==> src/rtl/barrel_shifter_pkg.sv <==
// Shared definitions for the pipelined barrel shifter: operation encoding.
// Optional lost-bit tracking is enabled with the SHIFT_LOST_EN macro.
package barrel_shifter_pkg;

  typedef enum logic [1:0] {
    OP_SLL = 2'd0,
    OP_SRL = 2'd1,
    OP_SRA = 2'd2,
    OP_ROR = 2'd3
  } shift_op_e;

endpackage

==> src/rtl/barrel_shift_stage.sv <==
// One registered barrel-shifter stage: shifts by STEP when the current amount LSB is set.
// Lost-bit tracking is compiled in with the SHIFT_LOST_EN macro.
module barrel_shift_stage
  import barrel_shifter_pkg::*;
#(
  parameter int WIDTH = 8,
  parameter int STEP  = 1,
  parameter int AMT_W = 3
) (
  input  logic             clk,
  input  logic             rst,
  input  logic             advance,
  input  logic             in_vld,
  input  logic [WIDTH-1:0] in_data,
  input  logic [1:0]       in_op,
  input  logic [AMT_W-1:0] in_amt,
`ifdef SHIFT_LOST_EN
  input  logic             in_lost,
  output logic             out_lost,
`endif
  output logic             out_vld,
  output logic [WIDTH-1:0] out_data,
  output logic [1:0]       out_op,
  output logic [AMT_W-1:0] out_amt
);

  typedef struct packed {
    logic [WIDTH-1:0] data;
    logic [1:0]       op;
    logic [AMT_W-1:0] amt;
`ifdef SHIFT_LOST_EN
    logic             lost;
`endif
  } payload_t;

  payload_t                pl_d, pl_q;
  logic                    vld_d, vld_q;
  logic signed [WIDTH-1:0] sdata;
  logic [WIDTH-1:0]        shifted;
  logic                    dropped;

  always_comb begin
    sdata   = $signed(in_data);
    shifted = in_data;
    dropped = 1'b0;
    if (in_amt[0]) begin
      case (shift_op_e'(in_op))
        OP_SLL: begin
          shifted = in_data << STEP;
          dropped = |in_data[WIDTH-1 -: STEP];
        end
        OP_SRL: begin
          shifted = in_data >> STEP;
          dropped = |in_data[STEP-1:0];
        end
        // Sign comes from this stage's input MSB, so chained stages keep it.
        OP_SRA: begin
          shifted = sdata >>> STEP;
          dropped = |in_data[STEP-1:0];
        end
        OP_ROR: begin
          shifted = {in_data[STEP-1:0], in_data[WIDTH-1:STEP]};
          dropped = 1'b0;
        end
      endcase
    end

    vld_d = vld_q;
    pl_d  = pl_q;
    if (advance) begin
      vld_d     = in_vld;
      pl_d.data = shifted;
      pl_d.op   = in_op;
      pl_d.amt  = in_amt >> 1;
`ifdef SHIFT_LOST_EN
      pl_d.lost = in_lost | dropped;
`endif
    end
  end

  always_ff @(posedge clk or posedge rst) begin
    if (rst) begin
      vld_q <= 1'b0;
      pl_q  <= '0;
    end else begin
      vld_q <= vld_d;
      pl_q  <= pl_d;
    end
  end

  assign out_vld  = vld_q;
  assign out_data = pl_q.data;
  assign out_op   = pl_q.op;
  assign out_amt  = pl_q.amt;
`ifdef SHIFT_LOST_EN
  assign out_lost = pl_q.lost;
`else
  logic unused_dropped;
  assign unused_dropped = dropped;
`endif

endmodule

==> src/rtl/barrel_shifter_pipe.sv <==
// Pipelined barrel shifter (SLL/SRL/SRA/ROR), one stage per shift-amount bit, global stall.
// Define SHIFT_LOST_EN to add the out_lost port reporting discarded 1 bits.
module barrel_shifter_pipe
  import barrel_shifter_pkg::*;
#(
  parameter int WIDTH   = 8,
  parameter int SHAMT_W = $clog2(WIDTH)
) (
  input  logic               clk,
  input  logic               rst,
  input  logic               in_valid,
  output logic               in_ready,
  input  logic [WIDTH-1:0]   din,
  input  logic [SHAMT_W-1:0] shift_amt,
  input  logic [1:0]         op,
  output logic               out_valid,
  input  logic               out_ready,
  output logic [WIDTH-1:0]   dout
`ifdef SHIFT_LOST_EN
  ,
  output logic               out_lost
`endif
);

  // Index 0 is the input beat; index k+1 is the output register of stage k.
  logic               vld_s  [SHAMT_W+1];
  logic [WIDTH-1:0]   data_s [SHAMT_W+1];
  logic [1:0]         op_s   [SHAMT_W+1];
  logic [SHAMT_W-1:0] amt_s  [SHAMT_W+1];
`ifdef SHIFT_LOST_EN
  logic               lost_s [SHAMT_W+1];
`endif
  logic               advance;

  assign advance   = !out_valid || out_ready;
  assign in_ready  = advance;

  assign vld_s[0]  = in_valid;
  assign data_s[0] = din;
  assign op_s[0]   = op;
  assign amt_s[0]  = shift_amt;
`ifdef SHIFT_LOST_EN
  assign lost_s[0] = 1'b0;
`endif

  for (genvar k = 0; k < SHAMT_W; k++) begin : g_stage
    barrel_shift_stage #(
      .WIDTH (WIDTH),
      .STEP  (1 << k),
      .AMT_W (SHAMT_W)
    ) u_stage (
      .clk      (clk),
      .rst      (rst),
      .advance  (advance),
      .in_vld   (vld_s[k]),
      .in_data  (data_s[k]),
      .in_op    (op_s[k]),
      .in_amt   (amt_s[k]),
`ifdef SHIFT_LOST_EN
      .in_lost  (lost_s[k]),
      .out_lost (lost_s[k+1]),
`endif
      .out_vld  (vld_s[k+1]),
      .out_data (data_s[k+1]),
      .out_op   (op_s[k+1]),
      .out_amt  (amt_s[k+1])
    );
  end

  assign out_valid = vld_s[SHAMT_W];
  assign dout      = data_s[SHAMT_W];
`ifdef SHIFT_LOST_EN
  assign out_lost  = lost_s[SHAMT_W];
`endif

  // The last stage's op and remaining amount have no consumer.
  logic unused_tail;
  assign unused_tail = ^{op_s[SHAMT_W], amt_s[SHAMT_W]};

endmodule

==> config.mk <==
export PLATFORM = sky130hd
export DESIGN_NAME = barrel_shifter_pipe
export DESIGN_NICKNAME = d
export VERILOG_FILES = /design/src/rtl/barrel_shifter_pkg.sv /design/src/rtl/barrel_shift_stage.sv /design/src/rtl/barrel_shifter_pipe.sv
export SDC_FILE = /design/constraint.sdc
export NUM_CORES = 1
export LEC_CHECK = 0
export BUFFER_PORTS_ARGS = -buffer_cell sky130_fd_sc_hd__buf_2
export CORE_UTILIZATION = 42
export DETAILED_ROUTE_END_ITERATION = 10
export PLACE_DENSITY = 0.63
export SETUP_SLACK_MARGIN = 0.15
export SLEW_MARGIN = 20
export SYNTH_ARGS = -nofsm -noshare
export SYNTH_HDL_FRONTEND = slang
export SYNTH_SLANG_ARGS = --single-unit
==> constraint.sdc <==
create_clock -name clk -period 1.09 [get_ports clk]
set_input_delay 0 -clock clk [delete_from_list [all_inputs] [get_ports clk]]
set_output_delay 0 -clock clk [all_outputs]
set_load 0.01 [all_outputs]
==> flow_results.org, run 1 <==
** Timing
- The final-report max-slew violation count is 0.
- Between clock sinks in the finished design, the worst skew comes to 0.006060 ns.
- Final critical path time including I/O delays and setup :: ~1.1 ns
- The count of endpoints failing hold in the final timing report came to 0.
- Final setup violating endpoints :: 9
- Unrepaired setup endpoints after global routing :: yes
- Once routing completed, OpenROAD measured the worst setup slack at -0.04351 ns.
- In the final timing run, aggregate negative setup slack is -0.1872 ns.
- Based on the critical path, the design can be clocked at up to 882.2 MHz.
- Final cycle utilization of the critical path :: 104.0%
- Worst slew margin relative to its limit :: 72.14%
- Transition time at the pin with the least slew margin :: 0.4179 ns

** Worst setup path
- Cells traversed along the worst timing path :: nor2b_4, buf_6, buf_12, a221oi_2, nor2_1
- STA puts the critical path data required time at about 1.3 ns.
- Origin of the critical flop-to-flop path :: g_stage[2].u_stage.out_vld$_DFFE_PP0P_
- Worst Setup SP :: g_stage[2].u_stage.out_vld$_DFFE_PP0P_
- The largest single stage delay on the critical path is between 0.3 and 0.4 ns.
- The worst setup path is of the register to register kind.
- STA puts the critical path data arrival time at ~1.3 ns.
- Cell at the slowest stage of the critical path :: sky130_fd_sc_hd__dfrtp_1
- Type of destination of the critical path :: register
- Along the worst path, the maximum fanout reaches 8.
- STA classifies the critical path startpoint as a register.

** Floorplanning
- From bottom edge to top edge, the die measures 69.58 um.
- The floorplan step defined a core boundary enclosing around 4400 um^2.
- In this run the count of I/O pins placed on the die edge is 27.
- Num rows :: 24
- The die is between 60 and 70 um wide.
- Initial core utilization :: a little over two fifths
- The die covers 4841 um^2.

** Power and ir drop
- Total chip power :: ~6.1 mW
- Power per standard cell area :: 2294 nW/um^2
- In this run the static leakage power is ~1.3 nW.
- Peak supply drop :: 0.7813 mV

** Clock network
- TritonCTS built the clock tree.
- The clock tree synthesis step divided the H-tree into 2 levels.
- The tree is rooted in a sky130_fd_sc_hd__clkbuf_8.
- After clock tree synthesis, the clock-pin slew on the worst setup and hold paths is 0.07 ns.
- Counting along the longest clock path gives a buffer depth of 2.
- In this run, CTS created clock tree buffers numbering 5.
- The clock reaches the later pin of the worst-skew pair after ~0.29 ns.
- The clock net in this run drives a total of 34 sinks.

** Yosys
- After synthesis, the netlist uses 29 different library cells.
- In the synthesized netlist, the number of instances is around 210.
- In this run the biggest area consumer among cell types represents around 44% of the synthesized area.
- The share of the Yosys chip area taken by registers is between 40 and 50%.
- The most common cell in the synthesized netlist is sky130_fd_sc_hd__nand2_1.
- In this run, synthesis produced a sequential element count of 34.
- Top post-synthesis cells by count :: 42 x sky130_fd_sc_hd__nand2_1, 37 x sky130_fd_sc_hd__o21ai_0, 34 x sky130_fd_sc_hd__dfrtp_1
- Average size of a mapped cell :: between 8 and 9 um^2
- Async set-reset flop share out of synthesis :: 100.0%
- Total standard cell area after synthesis :: around 1900 um^2
- The number of nets in the synthesized netlist is about 230.
- Cell types occupying the most area after synthesis :: sky130_fd_sc_hd__dfrtp_1 44%, sky130_fd_sc_hd__o21ai_0 9.7%, sky130_fd_sc_hd__nand2_1 8.2%, sky130_fd_sc_hd__o211a_1 5.2%, sky130_fd_sc_hd__buf_4 3.5%
- In this run, synthesis inferred 0 flip-flops with an integrated enable.
- For this run, the number of Yosys warnings is 0.
- In the synthesized netlist the dominant register cell turns out to be sky130_fd_sc_hd__dfrtp_1.
- Dominant cell type by area after synthesis :: sky130_fd_sc_hd__dfrtp_1

** Route
- The detail route stage leaves a number of antenna-violating nets equal to 0.
- After detailed routing, the number of vias per cell comes to roughly 5.3.
- Post-DR wirelength/cell :: 13.90 um
- Detailed Routing Iterations Pass 1 :: 3
- Vias after detailed routing :: 1604
- Wires add up to ~4200 um.
- Initial drt markers :: 96
- In the routed design, unresolved DRC markers number 0.

** Run
- Reported max-cap violation count :: 0

** Outcome
- The run finished, with violations left.
- The checks that failed: negative setup slack.

** Hold path
- Min-Delay Startpoint :: din[1]
- HP Class :: input pin to register

** Placement
- After detailed placement, the design holds a cell count of 281.
- In this run the tool buffered the top-level ports with 26 buffer cells.
- Total placed instance area :: 2145 um^2
- Routability-driven placement finished with a final weighted congestion of between 0.8 and 0.9.
- Half-perimeter wire length after detailed placement :: 2630 um

** Finish
- Fill cells in the final layout number ~370.
- The multi-input combinational cells in the finished layout cover a total of ~1000 um^2.
- The area growth from synthesis to layout is 37.90%.
- Final design instance area without fill :: approximately 2600 um^2
- After the flow finishes, the layout carries non-filler instances totaling between 300 and 400.
- The number of antenna diodes in the final layout is 0.
- In the final design database the tool counted approximately 270 nets.
- Summing all flip-flop and latch instances after layout gives between 800 and 900 um^2.
- Layout cells sized above 1 :: 41.50%

** Global route
- Sum of overflow across all layers after global routing :: 0
- Entering global routing, the biggest net connects 35 pins.
- Number of antenna violations at the first check in global routing :: 0
- Global-route wire length before repair :: around 7400 um
- Vias in the first global route :: ~1600
- Global routing used approximately a fifth of the available tracks across all layers.
==> per-stage QoR <==
step / hold WS [ns] / worst slack [ns] / util [%]
2_1_floorplan: 0.1096 / 0.01717 / -
3_3_place_gp: 0.1137 / -0.03449 / 48.92
3_5_place_dp: 0.1131 / -0.06090 / 48.92
4_1_cts: 0.007140 / -0.04593 / 58.62
5_1_grt: 0.02257 / -0.09312 / 60.33
6_report: 0.001845 / -0.04351 / 60.33
==> timing repair <==
action                                  CTS  global route
pin swaps                                16             8
endpoints found under the hold margin    39             0
gates resized for setup                  52            11
gates cloned                              4             1
setup buffers                             4             1
hold buffers                              6             0
endpoints found under the setup margin   34            34
==> critical path, delay by kind of cell, from the launching register on <==
kind / cells / cell delay [ns]
buffers and inverters: 2 / 0.28
and+or+nand+nor: 2 / 0.20
DFF: 1 / 0.37
AOI/OAI and AO/OA: 1 / 0.18
==> cell usage in the layout (no fill, tap or decap), types with 2 or more instances in the layout <==
cell type,synthesis,layout
sky130_fd_sc_hd__a221oi_2,0,3
sky130_fd_sc_hd__o311a_1,6,6
sky130_fd_sc_hd__nand3_1,6,6
sky130_fd_sc_hd__o21ai_0,37,9
sky130_fd_sc_hd__nand2_2,0,9
sky130_fd_sc_hd__dfrtp_1,34,32
sky130_fd_sc_hd__buf_2,7,25
sky130_fd_sc_hd__o21ai_2,0,16
sky130_fd_sc_hd__clkbuf_8,0,6
sky130_fd_sc_hd__buf_12,0,5
sky130_fd_sc_hd__buf_6,4,6
sky130_fd_sc_hd__buf_4,9,9
sky130_fd_sc_hd__dlygate4sd3_1,0,6
sky130_fd_sc_hd__nand2_1,42,31
sky130_fd_sc_hd__nor2_2,0,2
sky130_fd_sc_hd__nor2b_1,2,2
sky130_fd_sc_hd__nor2_1,6,4
sky130_fd_sc_hd__buf_16,0,4
sky130_fd_sc_hd__o22ai_2,4,4
sky130_fd_sc_hd__inv_1,13,13
sky130_fd_sc_hd__nand2_4,0,2
sky130_fd_sc_hd__o211a_1,10,10
sky130_fd_sc_hd__o21ai_1,8,18
sky130_fd_sc_hd__mux2i_1,6,6
sky130_fd_sc_hd__o21ai_4,0,2
==> path summary, 6_finish.rpt <==
path	cells after the start	to	slack (ns)
hold / removal	3	g_stage[0].u_stage.out_data[1]$_DFFE_PP0P_	0.002
min in group asynchronous	4	g_stage[2].u_stage.out_data[2]$_DFFE_PP0P_	0.34
max in group asynchronous	4	g_stage[0].u_stage.out_amt[0]$_DFFE_PP0P_	0.42
hold reg to reg	2	g_stage[1].u_stage.out_vld$_DFFE_PP0P_	0.47
setup reg to reg	5	g_stage[2].u_stage.out_data[0]$_DFFE_PP0P_	-0.04
setup / recovery	5	g_stage[2].u_stage.out_data[0]$_DFFE_PP0P_	-0.04
==> area by class of cell <==
cell class	instances	share of cell area, %
clock buffers	7	3.264
flip-flops and latches	34	32.36
multi-input cells	141	38.65
well taps	52	2.460
inverters	14	2.081
repair buffers	56	21.00
clock inverters	1	0.1892
==> kinds of logic (layout without fill, tap and decap cells) <==
kind of cell           Yosys count  in the layout  synth area share (%)
multiplexers                     7              7                 3.914
XOR/XNOR                         1              1                0.4567
buffers and inverters           39             78                 11.48
AO/OA/AOI/OAI                   74             74                 26.81
AND/OR/NAND/NOR                 59             59                 12.98
flip-flops                      34             34                 44.36
==> registers in the layout, summed over array words and instances (netlist names) <==
register / cells
g_stage.u_stage.out_op: 4
g_stage.u_stage.out_data: 24
g_stage.u_stage.out_vld: 3
g_stage.u_stage.out_amt: 3
==> report_power, final <==
part           internal (mW)  switching, mW  total (mW)
clock                  0.509          0.456       0.965
combinational           1.53           1.28        2.81
sequential              1.76          0.531        2.29
==> per-layer routing <==
layer  global-route usage, %  share of wire [%]
met4                   8.617                1.4
met5                       0                  0
met3                   4.942                2.5
met1                   23.28                 45
met2                   33.66                 51
Power figures use the tool's default switching activity.
==> inputs of run 2 (changes only) <==
--- a/config.mk
+++ b/config.mk
@@ -9,6 +9,7 @@
 export CORE_UTILIZATION = 42
 export DETAILED_ROUTE_END_ITERATION = 10
 export PLACE_DENSITY = 0.63
+export REMOVE_ABC_BUFFERS = 1
 export SETUP_SLACK_MARGIN = 0.15
 export SLEW_MARGIN = 20
 export SYNTH_ARGS = -nofsm -noshare
==> run 2 against run 1 <==
The run still ends with negative setup slack left. Global-route usage shrank 2.0 points. Register-to-register slack got worse by 0.03 ns. Utilization fell by 5.2 points. Maximum frequency down 2.9%. Largest power group unchanged.
==> flow_results.org, run 2 (synthesized netlist as in run 1, its figures left out) <==
** Global route
- Pin count of the biggest net entering global routing :: 35 (unchanged)
- Global-route wire length before repair :: 6796 um (was 7396 um)
- Overall Global Routing Usage :: 17.64% (was 19.68%)
- Sum of overflow across all layers after global routing :: 0 (unchanged)
- The number of antenna violations at the first check in global routing is 0 (unchanged).
- Vias in the first global route :: 1518 (was 1589)

** Floorplanning
- Top-Level Pins :: 27 (unchanged)
- The area of the core region was 4384 um^2 (unchanged).
- Area of the die :: 4841 um^2 (unchanged)
- Die span in x :: 69.58 um (unchanged)
- The effective utilization at floorplan came to 43.75% (unchanged).
- The standard-cell row count came to 24 (unchanged).
- Die Y :: 69.58 um (unchanged)

** Placement
- The weighted congestion at the end of routability-driven global placement is 0.7763 (was 0.8701).
- The placed standard-cell area came to 2058 um^2 (was 2145 um^2).
- The detailed-placement wirelength estimate is 2655 um (was 2630 um).
- Input/output buffers :: 26 (unchanged)

** Power and ir drop
- The total power density per cell area is 2304 nW/um^2 (was 2294 nW/um^2).
- The reported leakage power came to 1.168 nW (was 1.277 nW).
- Peak supply drop :: 0.6697 mV (was 0.7813 mV)

** Finish
- The most common library cell in the layout ignoring fill and taps is sky130_fd_sc_hd__nand2_1 (was sky130_fd_sc_hd__dfrtp_1).
- Layout cells sized above 1 :: 35.66% (was 41.50%)
- The layout overhead on the synthesized area was 25.96% (was 37.90%).
- The count of filler cells inserted in the layout came to 421 (was 368).
- The flip-flop count of the largest register after layout was 24 (unchanged).
- The final standard cell area without fillers was 2416 um^2 (was 2645 um^2).
- Count of nets after finishing :: 262 (was 269)
- Antenna fix cells :: 0 (unchanged)
- Most frequent cells in the layout: 37 x sky130_fd_sc_hd__nand2_1, 33 x sky130_fd_sc_hd__dfrtp_1, 26 x sky130_fd_sc_hd__buf_2, 21 x sky130_fd_sc_hd__o21ai_1, 14 x sky130_fd_sc_hd__o21ai_0 (was 32 x sky130_fd_sc_hd__dfrtp_1, 31 x sky130_fd_sc_hd__nand2_1, 25 x sky130_fd_sc_hd__buf_2, 18 x sky130_fd_sc_hd__o21ai_1, 16 x sky130_fd_sc_hd__o21ai_2).

** Route
- Detailed Routing Iterations Pass 1 :: 4 (was 3)
- The via-per-instance ratio came to 5.307 (was 5.259).
- The average routed wire per standard cell is 13.35 um (was 13.90 um).
- Initial drt markers :: 86 (was 96)
- The remaining routing DRC violations came to 0 (unchanged).
- The remaining antenna violation count after routing is 0 (unchanged).
- Routed wire length :: 3951 um (was 4239 um)
- Vias after detailed routing :: 1571 (was 1604)

** Worst setup path
- CP peak stage delay :: 0.34 ns (was 0.37 ns)
- Type of the worst setup path :: register to register (unchanged)
- Cell at the slowest stage of the critical path :: sky130_fd_sc_hd__dfrtp_1 (unchanged)
- The element type at the critical path start is a register (unchanged).
- Required time of the critical path :: 1.25 ns (was 1.27 ns)
- Worst path buffer plus inverter count :: 2 (unchanged)
- The data arrival at the endpoint of the critical path is 1.33 ns (was 1.31 ns).
- The category of the worst setup path capture point is a register (unchanged).
- The largest delay contributor family on the critical path was flip-flops (unchanged).
- Cells traversed along the worst timing path :: nor2b_4, inv_4, buf_4, mux2_4 (was nor2b_4, buf_6, buf_12, a221oi_2, nor2_1)
- Maximum fanout count along the critical path :: 3 (was 8)

** Timing
- Worst slew margin relative to its limit :: 71.74% (was 72.14%)
- The share of the clock period used by the worst path after layout came to 107.1% (was 104.0%).
- The worst path setup slack after routing was -0.07779 ns (was -0.04351 ns).
- Final critical path time including I/O delays and setup :: 1.168 ns (was 1.134 ns)
- The maximum frequency from static timing analysis came to 856.3 MHz (was 882.2 MHz).
- The final-report max-slew violation count is 0 (unchanged).
- Final hold vios :: 0 (unchanged)
- Post-Route Hold Slack :: 0.01731 ns (was 0.001845 ns)
- Transition time at the pin with the least slew margin :: 0.4239 ns (was 0.4179 ns)
- Unrepaired setup endpoints after global routing: yes (unchanged).
- The maximum clock skew at final layout is 0.004347 ns (was 0.006060 ns).
- Final setup violating endpoints :: 16 (was 9)

** Clock network
- The clock buffer count from CTS was 5 (unchanged).
- CTS H-tree depth :: 2 (unchanged)
- Clock latency of the later-clocked register in the worst-skew pair :: 0.28 ns (was 0.29 ns)
- Clock tree buffer depth :: 2 (unchanged)
- Clock slew seen by the registers of the worst setup and hold paths :: 0.07 ns (about the same)
- CTS root buffer :: sky130_fd_sc_hd__clkbuf_8 (unchanged)
- The total number of clock tree sinks was 34 (unchanged).
- The TritonCTS clock tree is done (unchanged).

** Outcome
- Violated checks: negative setup slack (unchanged).
- Result of the run :: finished, violations left (unchanged)

** Hold path
- The worst min-delay path class is input pin to register (unchanged).

** Run
- Reported max-cap violation count :: 0 (unchanged)
==> run 2: cell types whose count changed in the layout (fill, tap and decap cells not counted), sizes merged <==
cell    previous run  this run
clkbuf             8         6
clkinv             1         0
buf               49        43
==> run 2: repair_timing <==
| action | in CTS | in global routing |
|---|---|---|
| hold endpoints to repair | 39 | 0 |
| pin swaps | 8 | 6 |
| hold buffers | 6 | 0 |
| buffers inserted | 5 | 1 |
| cloned | 1 | 0 |
| setup endpoints to repair | 35 | 35 |
| gates resized for setup | 46 | 19 |
==> run 2: path summary, 6_finish.rpt <==
| check | depth (start not counted) | from | endpoint | slack, ns |
|---|---|---|---|---|
| worst min-delay path | 3 | din[1] | g_stage[0].u_stage.out_data[1]$_DFFE_PP0P_ | 0.02 |
| max in group asynchronous | 4 | rst | g_stage[0].u_stage.out_amt[0]$_DFFE_PP0P_ | 0.40 |
| worst max-delay path | 4 | g_stage[2].u_stage.out_vld$_DFFE_PP0P_ | g_stage[0].u_stage.out_data[0]$_DFFE_PP0P_ | -0.08 |
| worst max register to register | 4 | g_stage[2].u_stage.out_vld$_DFFE_PP0P_ | g_stage[0].u_stage.out_data[0]$_DFFE_PP0P_ | -0.08 |
| min in group asynchronous | 4 | rst | g_stage[1].u_stage.out_vld$_DFFE_PP0P_ | 0.35 |
| worst min register to register | 1 | g_stage[1].u_stage.out_vld$_DFFE_PP0P_ | g_stage[2].u_stage.out_vld$_DFFE_PP0P_ | 0.47 |
==> run 2: final cells by class <==
cell class                      count  area, um^2  area share (%)
Tap cell                           52       65.06           2.693
Clock buffer                        6       82.58           3.418
Inverter                           14       55.05           2.279
Multi-Input combinational cell    141       988.4           40.91
Timing Repair Buffer               49       370.4           15.33
Sequential cell                    34       854.6           35.37
==> run 2: stage by stage <==
| step | std cells | total power [mW] | worst slack [ns] | TNS, ns | util, % |
|---|---|---|---|---|---|
| detailed placement | 277 | 4.115 | -0.08878 | -0.6062 | 46.95 |
| global placement | 277 | 4.065 | -0.05844 | -0.2597 | 46.95 |
| finish | 296 | 5.567 | -0.07779 | -0.5921 | 55.11 |
| CTS | 295 | 5.394 | -0.08968 | -0.6053 | 53.48 |
| global route | 296 | 5.959 | -0.1235 | -1.788 | 55.11 |
| floorplan | 189 | 3.312 | -0.5203 | -11.62 | - |
==> run 2: worst min-delay path, stage by stage <==
cell                      delay, ns
sky130_fd_sc_hd__buf_2         0.12
sky130_fd_sc_hd__o21ai_2       0.06
sky130_fd_sc_hd__o22ai_2       0.07
==> run 2: power breakdown <==
part | leakage (nW) | internal (mW) | switching [mW]
sequential | 0.408 | 1.76 | 0.499
clock | 0.0431 | 0.487 | 0.418
combinational | 0.717 | 1.22 | 1.18
total | 1.17 | 3.47 | 2.10
==> run 2: per-layer routing <==
layer | vias up | global-route usage (%) | share of wire [%]
met3 | 8 | 4.506 | 3.1
met5 | - | 0 | 0
met2 | 30 | 29.34 | 48
met4 | 0 | 7.029 | 1.7
li1 | 798 | - | -
met1 | 735 | 21.85 | 47
